<file path="config.mk">
export PLATFORM = sky130hd
export DESIGN_NAME = muldiv_unit
export DESIGN_NICKNAME = d
export VERILOG_FILES = /design/src/rtl/muldiv_unit_pkg.sv /design/src/rtl/muldiv_step.sv /design/src/rtl/muldiv_unit.sv
export SDC_FILE = /design/constraint.sdc
export NUM_CORES = 1
export LEC_CHECK = 0
export BUFFER_PORTS_ARGS = -buffer_cell sky130_fd_sc_hd__buf_2
export CAP_MARGIN = 20
export CORE_MARGIN = 2
export CORE_UTILIZATION = 40
export CTS_BUF_LIST = sky130_fd_sc_hd__clkbuf_16
export DETAILED_ROUTE_END_ITERATION = 8
export PLACE_DENSITY = 0.56
export SKIP_CTS_REPAIR_TIMING = 1
export SLEW_MARGIN = 20
export SYNTH_ARGS = -nofsm -noshare
export SYNTH_HDL_FRONTEND = slang
export SYNTH_SLANG_ARGS = --single-unit
</file>
<file path="constraint.sdc">
create_clock -name i_clk -period 4.7 [get_ports i_clk]
set_input_delay 0.235 -clock i_clk [delete_from_list [all_inputs] [get_ports i_clk]]
set_output_delay 0.235 -clock i_clk [all_outputs]
set_load 0.01 [all_outputs]
</file>
<file path="src/rtl/muldiv_unit_pkg.sv">
// Shared definitions for the iterative multiply/divide unit: op codes, FSM states
// and the divide-by-zero quotient constant.
package muldiv_unit_pkg;

    localparam logic [1:0] OP_MULT  = 2'b00;
    localparam logic [1:0] OP_MULTU = 2'b01;
    localparam logic [1:0] OP_DIV   = 2'b10;
    localparam logic [1:0] OP_DIVU  = 2'b11;

    typedef enum logic [1:0] {
        ST_IDLE = 2'd0,
        ST_PREP = 2'd1,
        ST_CALC = 2'd2,
        ST_FIX  = 2'd3
    } state_t;

    // Wide enough for any supported WIDTH; sliced down at the use site.
    localparam logic [63:0] DIV0_LO = '1;

endpackage

</file>
<file path="src/rtl/muldiv_step.sv">
// One radix-2 iteration: shift-add for multiply, restoring shift-subtract for divide.
// Multiply keeps {acc,q} as the partial product; divide keeps acc=remainder, q=dividend/quotient.
module muldiv_step #(
    parameter int unsigned WIDTH = 32
) (
    input  logic             i_is_div,
    input  logic [WIDTH-1:0] i_acc,
    input  logic [WIDTH-1:0] i_q,
    input  logic [WIDTH-1:0] i_m,
    output logic [WIDTH-1:0] o_acc,
    output logic [WIDTH-1:0] o_q
);

    logic [WIDTH:0]   sum;
    logic [WIDTH:0]   shifted;
    logic [WIDTH-1:0] rem_sub;
    logic             fits;

    always_comb begin
        sum     = {1'b0, i_acc} + (i_q[0] ? {1'b0, i_m} : '0);
        shifted = {i_acc, i_q[WIDTH-1]};
        fits    = (shifted >= {1'b0, i_m});
        // When the divisor fits, the difference is below the divisor, so WIDTH bits suffice.
        rem_sub = shifted[WIDTH-1:0] - i_m;
        if (i_is_div) begin
            o_acc = fits ? rem_sub : shifted[WIDTH-1:0];
            o_q   = {i_q[WIDTH-2:0], fits};
        end else begin
            o_acc = sum[WIDTH:1];
            o_q   = {sum[0], i_q[WIDTH-1:1]};
        end
    end

endmodule

</file>
<file path="src/rtl/muldiv_unit.sv">
// Iterative MULT/MULTU/DIV/DIVU unit with architectural HI/LO registers and busy/done handshake.
module muldiv_unit
    import muldiv_unit_pkg::*;
#(
    parameter int unsigned WIDTH  = 32,
    parameter int unsigned ITER_W = 6
) (
    input  logic             i_clk,
    input  logic             i_rst,
    input  logic             i_start,
    input  logic [1:0]       i_op,
    input  logic [WIDTH-1:0] i_a,
    input  logic [WIDTH-1:0] i_b,
    input  logic             i_mthi,
    input  logic             i_mtlo,
    output logic             o_busy,
    output logic             o_done,
    output logic [WIDTH-1:0] o_hi,
    output logic [WIDTH-1:0] o_lo
);

    localparam logic [ITER_W-1:0] LAST_ITER = ITER_W'(WIDTH - 1);

    state_t             state_q, state_d;
    logic [1:0]         op_q, op_d;
    logic [WIDTH-1:0]   a_q, a_d, b_q, b_d, m_q, m_d;
    logic [WIDTH-1:0]   acc_q, acc_d, q_q, q_d;
    logic [WIDTH-1:0]   hi_q, hi_d, lo_q, lo_d;
    logic [ITER_W-1:0]  cnt_q, cnt_d;
    logic               qneg_q, qneg_d, rneg_q, rneg_d, done_q, done_d;

    logic               is_div, is_signed, a_neg, b_neg;
    logic [WIDTH-1:0]   step_acc, step_q;
    logic [2*WIDTH-1:0] prod;

    assign is_div    = op_q[1];
    assign is_signed = ~op_q[0];

    muldiv_step #(.WIDTH(WIDTH)) u_step (
        .i_is_div (is_div),
        .i_acc    (acc_q),
        .i_q      (q_q),
        .i_m      (m_q),
        .o_acc    (step_acc),
        .o_q      (step_q)
    );

    always_comb begin
        state_d = state_q;
        op_d    = op_q;
        a_d     = a_q;
        b_d     = b_q;
        m_d     = m_q;
        acc_d   = acc_q;
        q_d     = q_q;
        hi_d    = hi_q;
        lo_d    = lo_q;
        cnt_d   = cnt_q;
        qneg_d  = qneg_q;
        rneg_d  = rneg_q;
        done_d  = 1'b0;
        a_neg   = is_signed & a_q[WIDTH-1];
        b_neg   = is_signed & b_q[WIDTH-1];
        prod    = {acc_q, q_q};

        case (state_q)
            ST_IDLE: begin
                if (i_start) begin
                    state_d = ST_PREP;
                    op_d    = i_op;
                    a_d     = i_a;
                    b_d     = i_b;
                end else begin
                    if (i_mthi) hi_d = i_a;
                    if (i_mtlo) lo_d = i_a;
                end
            end
            ST_PREP: begin
                q_d     = a_neg ? -a_q : a_q;
                m_d     = b_neg ? -b_q : b_q;
                acc_d   = '0;
                cnt_d   = '0;
                qneg_d  = a_neg ^ b_neg;
                rneg_d  = a_neg;
                state_d = ST_CALC;
            end
            ST_CALC: begin
                acc_d = step_acc;
                q_d   = step_q;
                cnt_d = cnt_q + 1'b1;
                if (cnt_q == LAST_ITER) state_d = ST_FIX;
            end
            ST_FIX: begin
                if (is_div && b_q == '0) begin
                    hi_d = a_q;
                    lo_d = DIV0_LO[WIDTH-1:0];
                end else if (is_div) begin
                    hi_d = rneg_q ? -acc_q : acc_q;
                    lo_d = qneg_q ? -q_q : q_q;
                end else begin
                    if (qneg_q) prod = -prod;
                    hi_d = prod[2*WIDTH-1:WIDTH];
                    lo_d = prod[WIDTH-1:0];
                end
                done_d  = 1'b1;
                state_d = ST_IDLE;
            end
            default: state_d = ST_IDLE;
        endcase
    end

    always_ff @(posedge i_clk) begin
        if (i_rst) begin
            state_q <= ST_IDLE;
            op_q    <= '0;
            a_q     <= '0;
            b_q     <= '0;
            m_q     <= '0;
            acc_q   <= '0;
            q_q     <= '0;
            hi_q    <= '0;
            lo_q    <= '0;
            cnt_q   <= '0;
            qneg_q  <= 1'b0;
            rneg_q  <= 1'b0;
            done_q  <= 1'b0;
        end else begin
            state_q <= state_d;
            op_q    <= op_d;
            a_q     <= a_d;
            b_q     <= b_d;
            m_q     <= m_d;
            acc_q   <= acc_d;
            q_q     <= q_d;
            hi_q    <= hi_d;
            lo_q    <= lo_d;
            cnt_q   <= cnt_d;
            qneg_q  <= qneg_d;
            rneg_q  <= rneg_d;
            done_q  <= done_d;
        end
    end

    assign o_busy = (state_q != ST_IDLE);
    assign o_done = done_q;
    assign o_hi   = hi_q;
    assign o_lo   = lo_q;

endmodule

</file>
==> metrics.cfg <==
[power_and_ir_drop]
power_frac_comb=0.522
power_switching_mw=5.17
p_leak_nw=8.04
p_int_mw=5.91
p_seq_frac=0.267
ir_worst_vdd_mv=0.526
p_clk_frac=0.211
finalPower_mw=11.1
power.density_nw_per_um2=566
switching_share=0.467

[synth]
synth_edf_count=0
synth.area.top_cells=dfxtp_1 (28%), a21oi_1 (8.0%), nand2_1 (6.8%)
synth_top_area_share=0.281
avgSynthCellArea_um2=7.37
ys_warn_count=0
syn_nets=2432
synth_cell_types=73
ys.flop_type=dfxtp_1
synth_seq_cells=237
synth_cells=2286
synthArstFlopShare=0
synth_top_area_cell=dfxtp_1
synth.cell_area_um2=16900
synth_seq_area_share=0.281

[placement]
numPlacedInstances=2844
place.gp.congestion=0.969
io_buffers=136
place_ws_ps=1020
dp_hpwl_um=46200

[clock_network]
cts_tree=yes
numClockSinks=237
clockRootBuffer=clkbuf_16
cts_buffers=29
clock_latency_ps=570
htree_levels=1
cts.path.max_buffers=3
path_clk_slew_ps=60

[worst_setup_path]
worst_path_most_repeated_cell=and3_1
cp_top_family=simple AND/OR/NAND/NOR gates
r2r-start=b_q[9]
path_buf_inv=0
worst-path-max-fanout=10
critPathCaptureType=flip-flop
cp-start-kind=flip-flop
critPathSlowestCell=nor4_1
critical_path_class=flip-flop to flip-flop
crit_start=b_q[9]
slowest_delay_ps=780
rr_worst_depth=8
cp_data_arrival_time_ps=4200
cp.depth=8
crit_required_ps=5200
crit_chain=or4_1 -> nor4_1 -> and3_1 -> and3_1 -> a221oi_1 -> o221ai_1 -> o21ai_0 -> nor2_1

[layout]
syn2layout_area_growth_pct=16.2
final_common_cell=nand2_1
nFillCells=4167
final_cell_mix=nand2_1 (305), a21oi_1 (267), nor2_1 (244), dfxtp_1 (236), buf_2 (135)
drive_gt1_frac=0.102
num-nets-final=2548
finalNonFillerCells=2964

[worst_hold_path]
holdPathStages=2
min_path_type=input port to flip-flop
worstHoldStart=i_rst

[floorplan]
row_count=75
dieArea_um2=43800
fp.dieH_um=209
core_area_um2=41800
dieWidth_um=209
num_io_pins=137
start_util=0.404

[timing]
finalSetupTns_ps=0
tightestPinTransition_ps=1050
slew_headroom=0.289
slew_viol_final=0
post-route-period-util=0.787
period_minus_slack_ps=3700
finalSetupViolCount=0
skew_ps=10.4
setup_slack_ps=999
hold_viol=0
clock.fmax_mhz=270
rsz0062_at_grt=no
whs_ps=45.8

[route]
detail_route.wl_per_cell_um=21.3
dr.pass1.iters=5
drc=0
totalWireLength_um=63300
vias=17600
drtIter0Drc=1733
vias_per_cell=5.95
ant_nets=0

[global_route]
antenna_found_initial=0
grt_max_degree=82
grt_usage=0.278
grt_overflow_total=0
grt_pass1_vias=16200
grt_pass1_wl_um=96300

[status]
status=finished clean

[flow_run]
maxCapViolCount=0

## routing by layer
metal	up-vias	track usage	wire, um
li1	8469	-	-
met1	8308	0.403	29900
met2	743	0.416	26900
met3	110	0.0441	4530
met4	0	0.0951	1950
met5	-	0	0
## power groups by stage
stage | combinational (mW) | sequential (mW) | clock [mW]
2_1_floorplan | 4.03 | 2.81 | 0
3_3_place_gp | 5.60 | 2.98 | 0
3_5_place_dp | 5.62 | 2.99 | 0
4_1_cts | 5.65 | 2.95 | 2.38
5_1_grt | 6.28 | 3.02 | 2.45
6_report | 5.78 | 2.96 | 2.34
## flip-flops by register name (all words and copies together) (netlist names)
| register | cells |
|---|---|
| m_q | 32 |
| op_q | 2 |
| a_q | 32 |
| o_lo | 32 |
| state_q | 2 |
| qneg_q | 1 |
| acc_q | 32 |
| rneg_q | 1 |
| b_q | 32 |
| cnt_q | 6 |
| o_done | 1 |
| o_hi | 32 |
| q_q | 32 |
## cell type report
cell class                 count  area [um2]  area share
clock buffer                  29         726      0.0370
multi-input combinational   1826       11300       0.577
sequential                   237        4750       0.242
inverter                      66         248      0.0126
antenna                        1        2.50    0.000128
clock inverter                24         246      0.0126
timing repair buffer         242        1650      0.0841
tap                          539         674      0.0344
## synthesized netlist by cell type, types with 4 or more instances
master and instances:
a211o_1 4, a211oi_1 39, a21o_1 30, a21oi_1 268, a221oi_1 5, a22oi_1 14, a311oi_1 22, a31o_2 4
a31oi_1 22, a32oi_1 9, and2_1 22, and3_1 24, and4_1 8, buf_1 12, clkbuf_1 143, dfxtp_1 237
ha_1 73, inv_1 66, mux2i_1 72, nand2_1 306, nand2b_1 29, nand3_1 34, nand3b_1 4, nand4_1 20
nor2_1 245, nor2b_1 8, nor3_1 41, nor4_1 22, o211ai_1 31, o21a_1 10, o21ai_0 119, o21bai_1 8
o221ai_1 35, o22ai_1 12, o31ai_1 24, o41ai_1 10, or3_1 21, or4_1 15, xnor2_1 100, xor2_1 63
## per-stage QoR
step                      cell area, um2   util
after floorplan                    16900      -
after global placement             17900  0.430
after detailed placement           17900  0.430
after CTS                          18900  0.453
after global routing               19600  0.469
final                              19600  0.469
## final timing paths
| path | endpoint | slack [ps] |
|---|---|---|
| max | o_hi[22] | 1000 |
| min | o_lo[30] | 50 |
| max reg2reg | o_hi[22] | 1000 |
| min reg2reg | o_hi[6] | 440 |
## worst reg2reg max path, delay by kind of cell, from the launching register on
family	cells	cell delay (ps)
AO/OA/AOI/OAI	3	830
flip-flops	1	360
AND/OR/NAND/NOR	5	2450
## cells by family (layout without fill, tap and decap cells)
kind of cell    count (synthesis)  in the layout  synth area share
simple gates                  820            820             0.223
flops                         237            237             0.281
other cells                     0              1                 0
mux                            74             74            0.0441
xor+xnor                      163            163            0.0847
compound gates                694            694             0.259
fa+ha+maj                      75             75            0.0566
buf+inv                       223            361            0.0506
Note: power is estimated with default switching activity, not from simulation.
